$ cat config.mk
export PLATFORM = sky130hd
export DESIGN_NAME = prio_encoder_hs
export DESIGN_NICKNAME = d
export VERILOG_FILES = /design/src/rtl/prio_encoder_hs.sv
export SDC_FILE = /design/constraint.sdc
export NUM_CORES = 1
export LEC_CHECK = 0
export ABC_AREA = 1
export BUFFER_PORTS_ARGS = -buffer_cell sky130_fd_sc_hd__buf_4
export CORE_AREA = 8 8 88 66
export CTS_CLUSTER_SIZE = 8
export DETAILED_ROUTE_END_ITERATION = 10
export DIE_AREA = 0 0 96 74
export PLACE_DENSITY = 0.72
export SYNTH_ARGS = -nofsm -noshare
export SYNTH_HDL_FRONTEND = slang
export SYNTH_SLANG_ARGS = --single-unit
$ cat constraint.sdc
create_clock -name clk -period 2.7 [get_ports clk]
set_input_delay 0 -clock clk [delete_from_list [all_inputs] [get_ports clk]]
set_output_delay 0 -clock clk [all_outputs]
set_load 0.1 [all_outputs]
$ cat src/rtl/prio_encoder_hs.sv
// Registered N:log2(N) priority encoder with a valid/ready output handshake.
// Resolves either by fixed priority (highest index) or round-robin from a rotating pointer.
module prio_encoder_hs #(
    parameter int N = 8
) (
    input  logic                       clk,
    input  logic                       rst_n,
    input  logic [N-1:0]               req,
    input  logic                       mode,
    input  logic                       out_ready,
    output logic                       out_valid,
    output logic [$clog2(N)-1:0]       out_idx,
    output logic [N-1:0]               out_onehot,
    output logic                       multi,
    output logic [$clog2(N+1)-1:0]     req_cnt
);

    localparam int IDX_W = $clog2(N);
    localparam int CNT_W = $clog2(N + 1);

    typedef enum logic {
        IDLE = 1'b0,
        HOLD = 1'b1
    } state_e;

    state_e             state_q, state_d;
    logic [IDX_W-1:0]   ptr_q, ptr_d;
    logic               out_valid_q, out_valid_d;
    logic [IDX_W-1:0]   out_idx_q, out_idx_d;
    logic [N-1:0]       out_onehot_q, out_onehot_d;
    logic               multi_q, multi_d;
    logic [CNT_W-1:0]   req_cnt_q, req_cnt_d;

    logic               accept;
    logic               load;
    logic [IDX_W-1:0]   ptr_next;
    logic [IDX_W-1:0]   ptr_eff;
    logic [IDX_W-1:0]   fix_idx;
    logic [IDX_W-1:0]   rr_idx;
    logic               rr_found;
    logic [IDX_W-1:0]   win_idx;
    logic [CNT_W-1:0]   pop;
    int                 rr_pos;

    assign accept   = (state_q == HOLD) && out_ready;
    assign load     = (req != '0) && ((state_q == IDLE) || accept);
    // Explicit compare keeps the wrap right when N is not a power of two.
    assign ptr_next = (out_idx_q == IDX_W'(N - 1)) ? '0 : out_idx_q + 1'b1;
    assign ptr_eff  = accept ? ptr_next : ptr_q;

    always_comb begin
        fix_idx = '0;
        pop     = '0;
        for (int i = 0; i < N; i++) begin
            if (req[i]) begin
                fix_idx = IDX_W'(i);
            end
            pop = pop + CNT_W'(req[i]);
        end
    end

    // Round-robin: first set bit at or above ptr_eff, wrapping past N-1 to 0.
    always_comb begin
        rr_found = 1'b0;
        rr_idx   = '0;
        rr_pos   = 0;
        for (int k = 0; k < N; k++) begin
            rr_pos = int'(ptr_eff) + k;
            if (rr_pos >= N) begin
                rr_pos = rr_pos - N;
            end
            if (!rr_found && req[rr_pos]) begin
                rr_found = 1'b1;
                rr_idx   = IDX_W'(rr_pos);
            end
        end
    end

    assign win_idx = mode ? rr_idx : fix_idx;

    always_comb begin
        state_d      = state_q;
        ptr_d        = ptr_eff;
        out_valid_d  = out_valid_q;
        out_idx_d    = out_idx_q;
        out_onehot_d = out_onehot_q;
        multi_d      = multi_q;
        req_cnt_d    = req_cnt_q;
        if (load) begin
            state_d      = HOLD;
            out_valid_d  = 1'b1;
            out_idx_d    = win_idx;
            out_onehot_d = {{(N-1){1'b0}}, 1'b1} << win_idx;
            multi_d      = (pop > CNT_W'(1));
            req_cnt_d    = pop;
        end else if (accept) begin
            state_d     = IDLE;
            out_valid_d = 1'b0;
        end
    end

    // NOTE: sequential state uses non-blocking assignments only, so every flop samples pre-edge values.
    always_ff @(posedge clk or negedge rst_n) begin
        if (!rst_n) begin
            state_q      <= IDLE;
            ptr_q        <= '0;
            out_valid_q  <= 1'b0;
            out_idx_q    <= '0;
            out_onehot_q <= '0;
            multi_q      <= 1'b0;
            req_cnt_q    <= '0;
        end else begin
            state_q      <= state_d;
            ptr_q        <= ptr_d;
            out_valid_q  <= out_valid_d;
            out_idx_q    <= out_idx_d;
            out_onehot_q <= out_onehot_d;
            multi_q      <= multi_d;
            req_cnt_q    <= req_cnt_d;
        end
    end

    assign out_valid  = out_valid_q;
    assign out_idx    = out_idx_q;
    assign out_onehot = out_onehot_q;
    assign multi      = multi_q;
    assign req_cnt    = req_cnt_q;

endmodule

==> results of run 1 <==
==> per-stage QoR <==
step	area [um^2]	setup TNS [ps]	setup slack, ps	hold WS, ps
floorplan	2226	-1261	-146.5	-295.6
global placement	2586	-13.90	-13.90	-110.3
detailed placement	2586	-137.4	-103.3	-110.5
CTS	2674	-0.2109	-0.2109	61.31
global route	2815	-1728	-196.9	82.61
finish	2815	-207.4	-40.80	68.90
==> cell usage in the layout (no fill, tap or decap), types with 2 or more instances in the layout <==
cell type,n
sky130_fd_sc_hd__clkbuf_8,4
sky130_fd_sc_hd__a21oi_4,2
sky130_fd_sc_hd__dfrtp_2,2
sky130_fd_sc_hd__nand4_4,2
sky130_fd_sc_hd__ha_4,3
sky130_fd_sc_hd__nand3_4,4
sky130_fd_sc_hd__inv_1,26
sky130_fd_sc_hd__nor2_1,12
sky130_fd_sc_hd__inv_2,6
sky130_fd_sc_hd__o21ai_0,3
sky130_fd_sc_hd__nand2_2,25
sky130_fd_sc_hd__nand3_2,17
sky130_fd_sc_hd__nand3_1,44
sky130_fd_sc_hd__o21ai_2,2
sky130_fd_sc_hd__ha_1,4
sky130_fd_sc_hd__nand4_1,5
sky130_fd_sc_hd__nand2_4,12
sky130_fd_sc_hd__nand2_1,83
sky130_fd_sc_hd__o21ai_1,2
sky130_fd_sc_hd__a21oi_1,5
sky130_fd_sc_hd__fa_1,4
sky130_fd_sc_hd__nor2_2,5
sky130_fd_sc_hd__buf_4,49
sky130_fd_sc_hd__dfrtp_1,16
sky130_fd_sc_hd__dfrtp_4,2
==> path summary, 6_finish.rpt <==
kind / startpoint / endpoint / slack, ps / cells after the start
hold reg to reg: out_onehot[7] / out_onehot[7] / 480 / 2
max in group asynchronous: rst_n / out_idx[0] / 2320 / 2
setup / recovery: out_idx[1] / out_onehot[6] / -40 / 19
hold / removal: out_ready / out_valid / 70 / 4
setup reg to reg: out_idx[1] / out_onehot[6] / -40 / 19
min in group asynchronous: rst_n / out_onehot[4] / 150 / 2
==> per-layer routing <==
metal	track usage [%]	vias to the layer above
met1	24.94	1020
met2	25.62	77
met5	0	-
met4	3.735	0
li1	-	1089
met3	3.024	2
==> Yosys cell counts, types with 3 or more instances <==
cell type	instances	share of area, %
sky130_fd_sc_hd__a21oi_1	5	1.2
sky130_fd_sc_hd__buf_6	3	1.6
sky130_fd_sc_hd__dfrtp_1	20	23
sky130_fd_sc_hd__fa_1	4	3.7
sky130_fd_sc_hd__ha_1	7	4.1
sky130_fd_sc_hd__inv_1	29	5.1
sky130_fd_sc_hd__inv_2	4	0.70
sky130_fd_sc_hd__nand2_1	96	17
sky130_fd_sc_hd__nand2_2	16	4.7
sky130_fd_sc_hd__nand2_4	9	4.7
sky130_fd_sc_hd__nand3_1	52	12
sky130_fd_sc_hd__nand3_2	11	5.2
sky130_fd_sc_hd__nand4_1	5	1.5
sky130_fd_sc_hd__nor2_1	15	2.6
sky130_fd_sc_hd__nor2_2	3	0.88
sky130_fd_sc_hd__o21ai_0	4	0.94
==> cell families after synthesis <==
group / after synthesis / share of synthesized area [%]
AND/OR/NAND/NOR: 215 / 53.25
buffers and inverters: 42 / 9.607
flip-flops: 20 / 23.43
AO/OA/AOI/OAI: 17 / 5.449
adder cells (fa/ha/maj): 11 / 7.850
XOR/XNOR: 1 / 0.4102
==> registers in the layout, summed over array words and instances, names as in the netlist <==
signal / cells
out_idx: 3
ptr_q: 3
out_valid: 1
out_onehot: 8
req_cnt: 4
multi: 1
==> layout make-up <==
class	instances	area [um^2]	area share [%]
clock buffer	4	55.05	1.956
tap	57	71.32	2.533
timing repair buffer	52	409.1	14.53
inverter	35	140.1	4.978
sequential	20	510.5	18.13
multi-input combinational	244	1629	57.87
==> critical path, cell delays in order (launching register included) <==
cell                      delay, ps
sky130_fd_sc_hd__dfrtp_4        490
sky130_fd_sc_hd__ha_4           170
sky130_fd_sc_hd__ha_4           160
sky130_fd_sc_hd__nor2_4          90
sky130_fd_sc_hd__nand2_4        100
sky130_fd_sc_hd__nand2_4         70
sky130_fd_sc_hd__ha_4           240
sky130_fd_sc_hd__nand3_4        120
sky130_fd_sc_hd__nand2_4         60
sky130_fd_sc_hd__buf_4          130
sky130_fd_sc_hd__a21oi_4        270
sky130_fd_sc_hd__inv_2           60
sky130_fd_sc_hd__nand4_1         90
sky130_fd_sc_hd__nand3_1         90
sky130_fd_sc_hd__nor2_2         150
sky130_fd_sc_hd__nand2_2         80
sky130_fd_sc_hd__nand2_4         90
sky130_fd_sc_hd__nor2_2          50
sky130_fd_sc_hd__nand2_1         60
sky130_fd_sc_hd__nand2_1         50
==> repair_timing <==
item,in CTS,in global routing
hold buffers,1,0
pin swaps,3,19
setup endpoints to repair,5,11
gates resized for setup,1,32
endpoints found under the hold margin,20,0
setup buffers,2,2
==> metrics.md, run 1 <==
| Metric | Value |
|---|---|
| Final HPWL from detailed placement | 4689 um |
| Growth of design area from synthesis to finish | 31.81% |
| Number of violations reported at the end of detailed-routing iteration 0 | 148 |
| Violated checks | setup timing |
| Number of iterations in the first detailed-routing pass | 4 |
| Post-synth top flop | sky130_fd_sc_hd__dfrtp_1 |
| Highest clock frequency the design can meet | 364.9 MHz |
| Outcome | complete, but fails checks |
| CP Launch Type | flop |
| Initial core utilization | 46.99% |
| Via count of the first global-routing pass | 2069 |
| Detail Route Antenna Nets | 0 |
| Count of endpoints failing hold in the final timing report | 0 |
| Total met3 wirelength after detailed routing | 379 um |
| Synth Area per Inst | 6.980 um^2 |
| Global-route usage over all layers | 17.17% |
| Flip-flop and latch count after synthesis | 20 |
| Detail Route met2 WL | 2646 um |
| Via total after detailed routing | 2188 |
| Count of endpoints failing setup in the final report | 8 |
| Clock tree root buffer cell | sky130_fd_sc_hd__clkbuf_8 |
| Worst rel slew slack | 79.70% |
| Post-synth EDFFs | 0 |
| Clk_lat worst skew | 260 ps |
| Number of warnings reported in the yosys synthesis log | 0 |
| Total routed wire length on the met1 layer | 2919 um |
| Count of cell types in the netlist | 35 |
| Skew final | 6.683 ps |
| Layout cell share with drive strength beyond 1 | 40.85% |
| Post-route DRC | 0 |
| Port Buffers | 28 |
| # nets final | 379 |
| I/O pins | 29 |
| Chip height | 74 um |
| Std cell rows | 21 |
| Ratio of final minimum period to clock period | 101.5% |
| Required time of the worst setup path | 2860 ps |
| Actual transition at the worst max-transition pin | 303.9 ps |
| Global-route wire length before repair | 9742 um |
| Max-cap check violation count | 0 |
| Fin cells | 412 |
| Antenna violations before repair | 0 |
| TritonCTS clock tree | done |
| Cell count after placement | 403 |
| Clock net sink count | 20 |
| Post-synthesis instance total | 306 |
| Type of the setup path with the least slack | flop to flop |
| Pin count of the biggest net entering global routing | 21 |
| Floorplan die area | 0.007104 mm^2 |
| Portion of the post-synthesis area used by sequential elements | 23.43% |
| Floorplan Core Area | 0.004546 mm^2 |
| Die Width | 96 um |
| Class of the worst hold path | input pin to flop |
| CTS clk-pin slew, worst paths | 70 ps |
| RSZ-0062 raised after global routing | yes |
| Fraction of synthesis flops using an asynchronous set or reset pin | 100.0% |
| Worst path setup slack after routing | -40.80 ps |
| Setup crit end kind | flop |
| Ratio of routed vias to standard cells | 5.311 |
| Top layer reached by signal wires | met4 |
| Max Fanout on Critical Path | 7 |
| Final-layout fill cell count | 427 |
| Fraction of the core area covered by cells at the end of the flow | 61.93% |
| Pins over their slew limit | 0 |
| Wirelength per Cell | 14.50 um |
| Number of CTS-inserted buffers | 3 |
| Arrival time at the worst endpoint | 2900 ps |
| Synth Cell Area | 0.002136 mm^2 |
| Number of H-tree branching levels | 1 |
| Detailed Route WL | 5973 um |
| Number of diodes | 0 |
| Time the worst path needs with I/O delays and setup | 2741 ps |
| Maximum root-to-sink buffer count | 2 |
| Overflow left after global routing | 0 |
| Post-Synthesis Net Count | 329 |
| Final RePlAce weighted congestion | 0.9518 |
Power of run 1 is not shown: default switching activity piles up to over one toggle a cycle in this logic, so the estimate is an artifact.
==> run 2, diff against run 1 <==
- BUFFER_PORTS_ARGS: -buffer_cell sky130_fd_sc_hd__buf_4 -> not set
- DONT_BUFFER_PORTS: not set -> 1
- PLACE_DENSITY: 0.72 -> 0.66
==> metrics.md, run 2 (synthesized netlist as in run 1, its figures left out) <==
| Metric | Value |
|---|---|
| Highest clock frequency the design can meet | 365.9 MHz |
| Post-route DRC | 0 |
| # nets final | 362 |
| Number of violations reported at the end of detailed-routing iteration 0 | 140 |
| Max Fanout on Critical Path | 7 |
| Floorplan die area | 0.007104 mm^2 |
| Type of the setup path with the least slack | flop to flop |
| Required time of the worst setup path | 2900 ps |
| Count of endpoints failing hold in the final timing report | 0 |
| Reg-to-reg setup timing slack | -30 ps |
| Final RePlAce weighted congestion | 0.9568 |
| Clock net sink count | 20 |
| Final HPWL from detailed placement | 4690 um |
| Cell family with most CP delay | simple AND/OR/NAND/NOR gates |
| Number of flip-flops under the largest register name | 8 |
| Antenna violations before repair | 0 |
| I/O pins | 29 |
| Floorplan Core Area | 0.004546 mm^2 |
| Worst-case setup slack after placement | -11.27 ps |
| Number of H-tree branching levels | 1 |
| Worst setup startpoint | out_idx[1] |
| Layout cell share with drive strength beyond 1 | 38.76% |
| Crit path cell chain | ha_4 -> ha_4 -> nor2_4 -> nand2_4 -> nand2_4 -> ha_4 -> nand3_4 -> nand2_2 -> buf_4 -> a21oi_4 -> buf_12 -> nand4_4 -> nor2_1 -> nor2_1 -> nand2_2 -> nand3_4 -> clkinv_2 -> nand3_1 -> nand2_1 |
| Actual transition at the worst max-transition pin | 951.8 ps |
| Clock tree root buffer cell | sky130_fd_sc_hd__clkbuf_8 |
| Arrival time at the worst endpoint | 2930 ps |
| Max-cap check violation count | 0 |
| Largest stage delay on the critical path | 490 ps |
| Time the worst path needs with I/O delays and setup | 2733 ps |
| Std cell rows | 21 |
| Setup crit end kind | flop |
| Ratio of routed vias to standard cells | 5.251 |
| Detailed Route WL | 5822 um |
| Number of CTS-inserted buffers | 3 |
| Worst path setup slack after routing | -33.18 ps |
| Number of iterations in the first detailed-routing pass | 4 |
| Total non-filler cell area in the finished layout | 0.002725 mm^2 |
| Growth of design area from synthesis to finish | 27.59% |
| Overflow left after global routing | 0 |
| Clk_lat worst skew | 260 ps |
| R2r worst-path depth | 19 |
| Number of diodes | 0 |
| Pin count of the biggest net entering global routing | 21 |
| TritonCTS clock tree | done |
| Combined buffer and inverter count along the critical path | 3 |
| Chip height | 74 um |
| Port Buffers | 0 |
| Leading cell type in the layout, fill and taps excluded | sky130_fd_sc_hd__nand2_1 |
| Most frequent cells in the layout | sky130_fd_sc_hd__nand2_1 (83), sky130_fd_sc_hd__nand3_1 (42), sky130_fd_sc_hd__buf_4 (31), sky130_fd_sc_hd__inv_1 (27), sky130_fd_sc_hd__nand2_2 (26) |
| Cell at the slowest stage of the critical path | sky130_fd_sc_hd__dfrtp_4 |
| R2r endpoint | out_onehot[7] |
| Hold Path Depth | 3 |
| Initial core utilization | 46.99% |
| Class of the worst hold path | input pin to flop |
| Die Width | 96 um |
| Violated checks | setup timing |
| Fraction of the core area covered by cells at the end of the flow | 59.95% |
| Critical hold path startpoint | req[2] |
| Most common cell on crit path | sky130_fd_sc_hd__ha_4 |
| Outcome | complete, but fails checks |
| CP Launch Type | flop |
| Via count of the first global-routing pass | 1860 |
| Global-route wire length before repair | 9522 um |
| Maximum root-to-sink buffer count | 2 |
| Hold-critical path endpoint | req_cnt[0] |
| Via total after detailed routing | 2074 |
| Area after DPL | 0.002466 mm^2 |
| CTS clk-pin slew, worst paths | 80 ps |
| Skew final | 3.415 ps |
| Ratio of final minimum period to clock period | 101.2% |
| Final-layout fill cell count | 415 |
| RSZ-0062 raised after global routing | yes |
| Global-route usage over all layers | 17.05% |
| Pins over their slew limit | 0 |
| Count of endpoints failing setup in the final report | 4 |
| Wirelength per Cell | 14.74 um |
| Worst rel slew slack | 36.34% |
| Detail Route Antenna Nets | 0 |
| Reg2Reg Launch Point | out_idx[1] |
[run 2: changes by cell type in the layout (fill, tap and decap cells not counted), moves of 2 or more]
cell,previous run,this run
sky130_fd_sc_hd__nor2_4,1,3
sky130_fd_sc_hd__buf_4,49,31
sky130_fd_sc_hd__nand3_1,44,42
sky130_fd_sc_hd__nand3_2,17,19
[run 2: how the worst max path moves through the flow]
stage / depth (start not counted) / to / slack, ps
6_report: 19 / out_onehot[7] / -30
5_1_grt: 20 / out_onehot[7] / -190
4_1_cts: 20 / out_onehot[7] / 1
3_5_place_dp: 20 / out_onehot[0] / -10
3_3_place_gp: 22 / out_onehot[2] / 10
2_1_floorplan: 24 / out_onehot[2] / -150
[run 2: area by class of cell]
type / count / area [um^2] / share of cell area, %
Multi-Input combinational cell: 244 / 1655 / 60.74
Sequential cell: 20 / 510.5 / 18.73
Timing Repair Buffer: 35 / 292.8 / 10.74
Inverter: 35 / 140.1 / 5.142
Clock buffer: 4 / 55.05 / 2.020
Tap cell: 57 / 71.32 / 2.617
[run 2: worst min-delay path, stage by stage]
cell and delay (ps):
sky130_fd_sc_hd__ha_1 130, sky130_fd_sc_hd__nand2_1 50, sky130_fd_sc_hd__nand2_1 50
[run 2: repair_timing]
action,4_1_cts,5_1_grt
endpoints found under the hold margin,21,0
gates resized for setup,3,34
endpoints found under the setup margin,5,11
hold buffers,2,0
pin swaps,5,11
setup buffers,0,2
[run 2: metal layers]
metal | global-route usage (%) | vias to the layer above | part of all wire (%)
met3 | 3.831 | 2 | 6.7
met5 | 0 | - | 0
met2 | 24.27 | 64 | 43
met4 | 2.037 | 0 | 0.33
met1 | 25.81 | 951 | 50
li1 | - | 1057 | -
[run 2: metrics by stage]
step           hold WS, ps  cells  TNS [ps]
5_1_grt              22.75    395     -1375
3_3_place_gp        -295.1    387         0
3_5_place_dp        -295.2    387    -11.27
6_report             4.030    395    -77.21
4_1_cts              7.958    393         0
2_1_floorplan       -295.6    306     -1261
Power of run 2 is left out for the same reason.
==> run 3, diff against run 2 <==
- ABC_AREA: 1 -> not set
- CORE_AREA: 8 8 88 66 -> 8 8 88 67
- DIE_AREA: 0 0 96 74 -> 0 0 96 75
==> metrics.md, run 3 <==
| Metric | Value |
|---|---|
| Post-synth top flop | sky130_fd_sc_hd__dfrtp_1 |
| Chip height | 75 um |
| Global-route wire length before repair | 11180 um |
| Via count of the first global-routing pass | 2108 |
| Post-synthesis instance total | 256 |
| Final HPWL from detailed placement | 5309 um |
| Worst path setup slack after routing | -1109 ps |
| Final RePlAce weighted congestion | 0.9576 |
| Ratio of routed vias to standard cells | 6.109 |
| Outcome | complete, but fails checks |
| Arrival time at the worst endpoint | 3960 ps |
| Layout cell share with drive strength beyond 1 | 47.92% |
| Fin cells | 393 |
| Number of CTS-inserted buffers | 3 |
| TritonCTS clock tree | done |
| Class of the worst hold path | input pin to flop |
| Floorplan Core Area | 0.004546 mm^2 |
| Wirelength per Cell | 19.13 um |
| Detail Route Antenna Nets | 0 |
| Time the worst path needs with I/O delays and setup | 3809 ps |
| Largest area contributor in the netlist | sky130_fd_sc_hd__dfrtp_1 |
| Highest clock frequency the design can meet | 262.5 MHz |
| Worst rel slew slack | 41.46% |
| Clk_lat worst skew | 250 ps |
| Count of endpoints failing setup in the final report | 11 |
| Type of the setup path with the least slack | flop to flop |
| Clock net sink count | 20 |
| Synth Area per Inst | 8.446 um^2 |
| Count of endpoints failing hold in the final timing report | 0 |
| Setup crit end kind | flop |
| Detailed Route WL | 7519 um |
| Number of diodes | 0 |
| Post-Synthesis Net Count | 279 |
| Skew final | 3.233 ps |
| # nets final | 361 |
| Port Buffers | 0 |
| Antenna violations before repair | 0 |
| Fraction of synthesis flops using an asynchronous set or reset pin | 100.0% |
| Die Width | 96 um |
| Most frequent cells in the layout | sky130_fd_sc_hd__buf_4 (80), sky130_fd_sc_hd__nand2_1 (32), sky130_fd_sc_hd__inv_1 (16), sky130_fd_sc_hd__dfrtp_1 (16), sky130_fd_sc_hd__a21oi_1 (11) |
| Std cell rows | 21 |
| Cell count after placement | 371 |
| Flip-flop and latch count after synthesis | 20 |
| Fraction of the core area covered by cells at the end of the flow | 70.49% |
| RSZ-0062 raised after global routing | yes |
| Cell types occupying the most area after synthesis | sky130_fd_sc_hd__dfrtp_1 (23%), sky130_fd_sc_hd__nand2_1 (5.9%), sky130_fd_sc_hd__mux4_2 (5.2%) |
| Maximum root-to-sink buffer count | 2 |
| Number of H-tree branching levels | 1 |
| Leading cell type in the layout, fill and taps excluded | sky130_fd_sc_hd__buf_4 |
| Number of iterations in the first detailed-routing pass | 5 |
| CTS clk-pin slew, worst paths | 70 ps |
| Share of Yosys cell area claimed by the top area cell type | 23.15% |
| I/O pins | 29 |
| Count of cell types in the netlist | 67 |
| Portion of the post-synthesis area used by sequential elements | 23.15% |
| Total non-filler cell area in the finished layout | 0.003204 mm^2 |
| Pin count of the biggest net entering global routing | 26 |
| Violated checks | setup timing |
| Post-synth EDFFs | 0 |
| Max-cap check violation count | 0 |
| Area after DPL | 0.002791 mm^2 |
| Via total after detailed routing | 2401 |
| Synth cell count leaders | sky130_fd_sc_hd__nand2_1 (34), sky130_fd_sc_hd__dfrtp_1 (20), sky130_fd_sc_hd__inv_1 (18) |
| Ratio of final minimum period to clock period | 141.1% |
| Number of violations reported at the end of detailed-routing iteration 0 | 257 |
| Overflow left after global routing | 0 |
| Leading cell type by number of instances after synthesis | sky130_fd_sc_hd__nand2_1 |
| Floorplan die area | 0.007200 mm^2 |
| Number of warnings reported in the yosys synthesis log | 0 |
| Clock tree root buffer cell | sky130_fd_sc_hd__clkbuf_8 |
| Global-route usage over all layers | 19.85% |
| Max Fanout on Critical Path | 7 |
| Growth of design area from synthesis to finish | 48.21% |
| Number of flip-flops under the largest register name | 8 |
| Post-route DRC | 0 |
| CP Launch Type | flop |
| Actual transition at the worst max-transition pin | 875.3 ps |
| Required time of the worst setup path | 2850 ps |
| Pins over their slew limit | 0 |
| Initial core utilization | 47.56% |
| Synth Cell Area | 0.002162 mm^2 |
## run 3: cells by family (layout without fill, tap and decap cells)
| logic type | count (synthesis) | count (layout) | synth area share (%) |
|---|---|---|---|
| AND/OR/NAND/NOR | 95 | 95 | 23.67 |
| AO/OA/AOI/OAI | 82 | 82 | 29.46 |
| buffers and inverters | 35 | 115 | 7.176 |
| flip-flops | 20 | 20 | 23.15 |
| adder cells (fa/ha/maj) | 11 | 11 | 7.755 |
| multiplexers | 11 | 11 | 7.986 |
| XOR/XNOR | 2 | 2 | 0.8103 |
## run 3: path summary, 6_finish.rpt
check,startpoint,end,slack [ps],depth (start not counted)
min reg2reg,out_onehot[7],out_onehot[7],490,2
min,req[2],req_cnt[0],30,3
max reg2reg,out_idx[1],out_onehot[4],-1110,14
max,out_idx[1],out_onehot[4],-1110,14
max in group asynchronous,rst_n,out_idx[0],1760,1
min in group asynchronous,rst_n,out_onehot[0],310,1
## run 3: through the flow
step	worst slack [ps]	setup TNS, ps	hold slack [ps]
after floorplan	-1356	-14300	-295.6
after global placement	-1048	-10460	-295.1
after detailed placement	-1088	-11220	-295.1
after CTS	-1023	-10810	20.27
after global routing	-1222	-13070	31.37
final	-1109	-11640	27.42
## run 3: critical path: stages (launching register included)
cell,delay (ps)
sky130_fd_sc_hd__dfrtp_4,490
sky130_fd_sc_hd__ha_4,170
sky130_fd_sc_hd__ha_4,150
sky130_fd_sc_hd__and4bb_4,350
sky130_fd_sc_hd__nor2_4,50
sky130_fd_sc_hd__inv_4,60
sky130_fd_sc_hd__ha_4,220
sky130_fd_sc_hd__clkinv_4,50
sky130_fd_sc_hd__mux4_2,560
sky130_fd_sc_hd__or4_4,450
sky130_fd_sc_hd__nor3_4,250
sky130_fd_sc_hd__a32oi_1,110
sky130_fd_sc_hd__and3b_2,240
sky130_fd_sc_hd__o21a_4,250
sky130_fd_sc_hd__o41ai_2,300
## run 3: cell type report
class,instances,area [um^2]
clock buffer,3,41.29
inverter,21,86.33
multi-input combinational,201,1758
timing repair buffer,91,737.0
fill,328,1341
sequential,20,510.5
tap,57,71.32
## run 3: per-layer routing
metal | up-vias | GRT usage, % | part of all wire (%)
met2 | 128 | 28.71 | 44
met4 | 0 | 2.716 | 0.78
met5 | - | 0 | 0
met1 | 1126 | 29.74 | 45
met3 | 10 | 4.084 | 11
li1 | 1137 | - | -
## run 3: what timing repair did
item / 4_1_cts / 5_1_grt
setup buffers: 4 / 10
endpoints found under the setup margin: 11 / 11
hold endpoints to repair: 21 / 0
pin swaps: 8 / 11
hold buffers: 4 / 0
resized for setup: 8 / 37
cloned: 0 / 1
Power of run 3 is left out for the same reason.
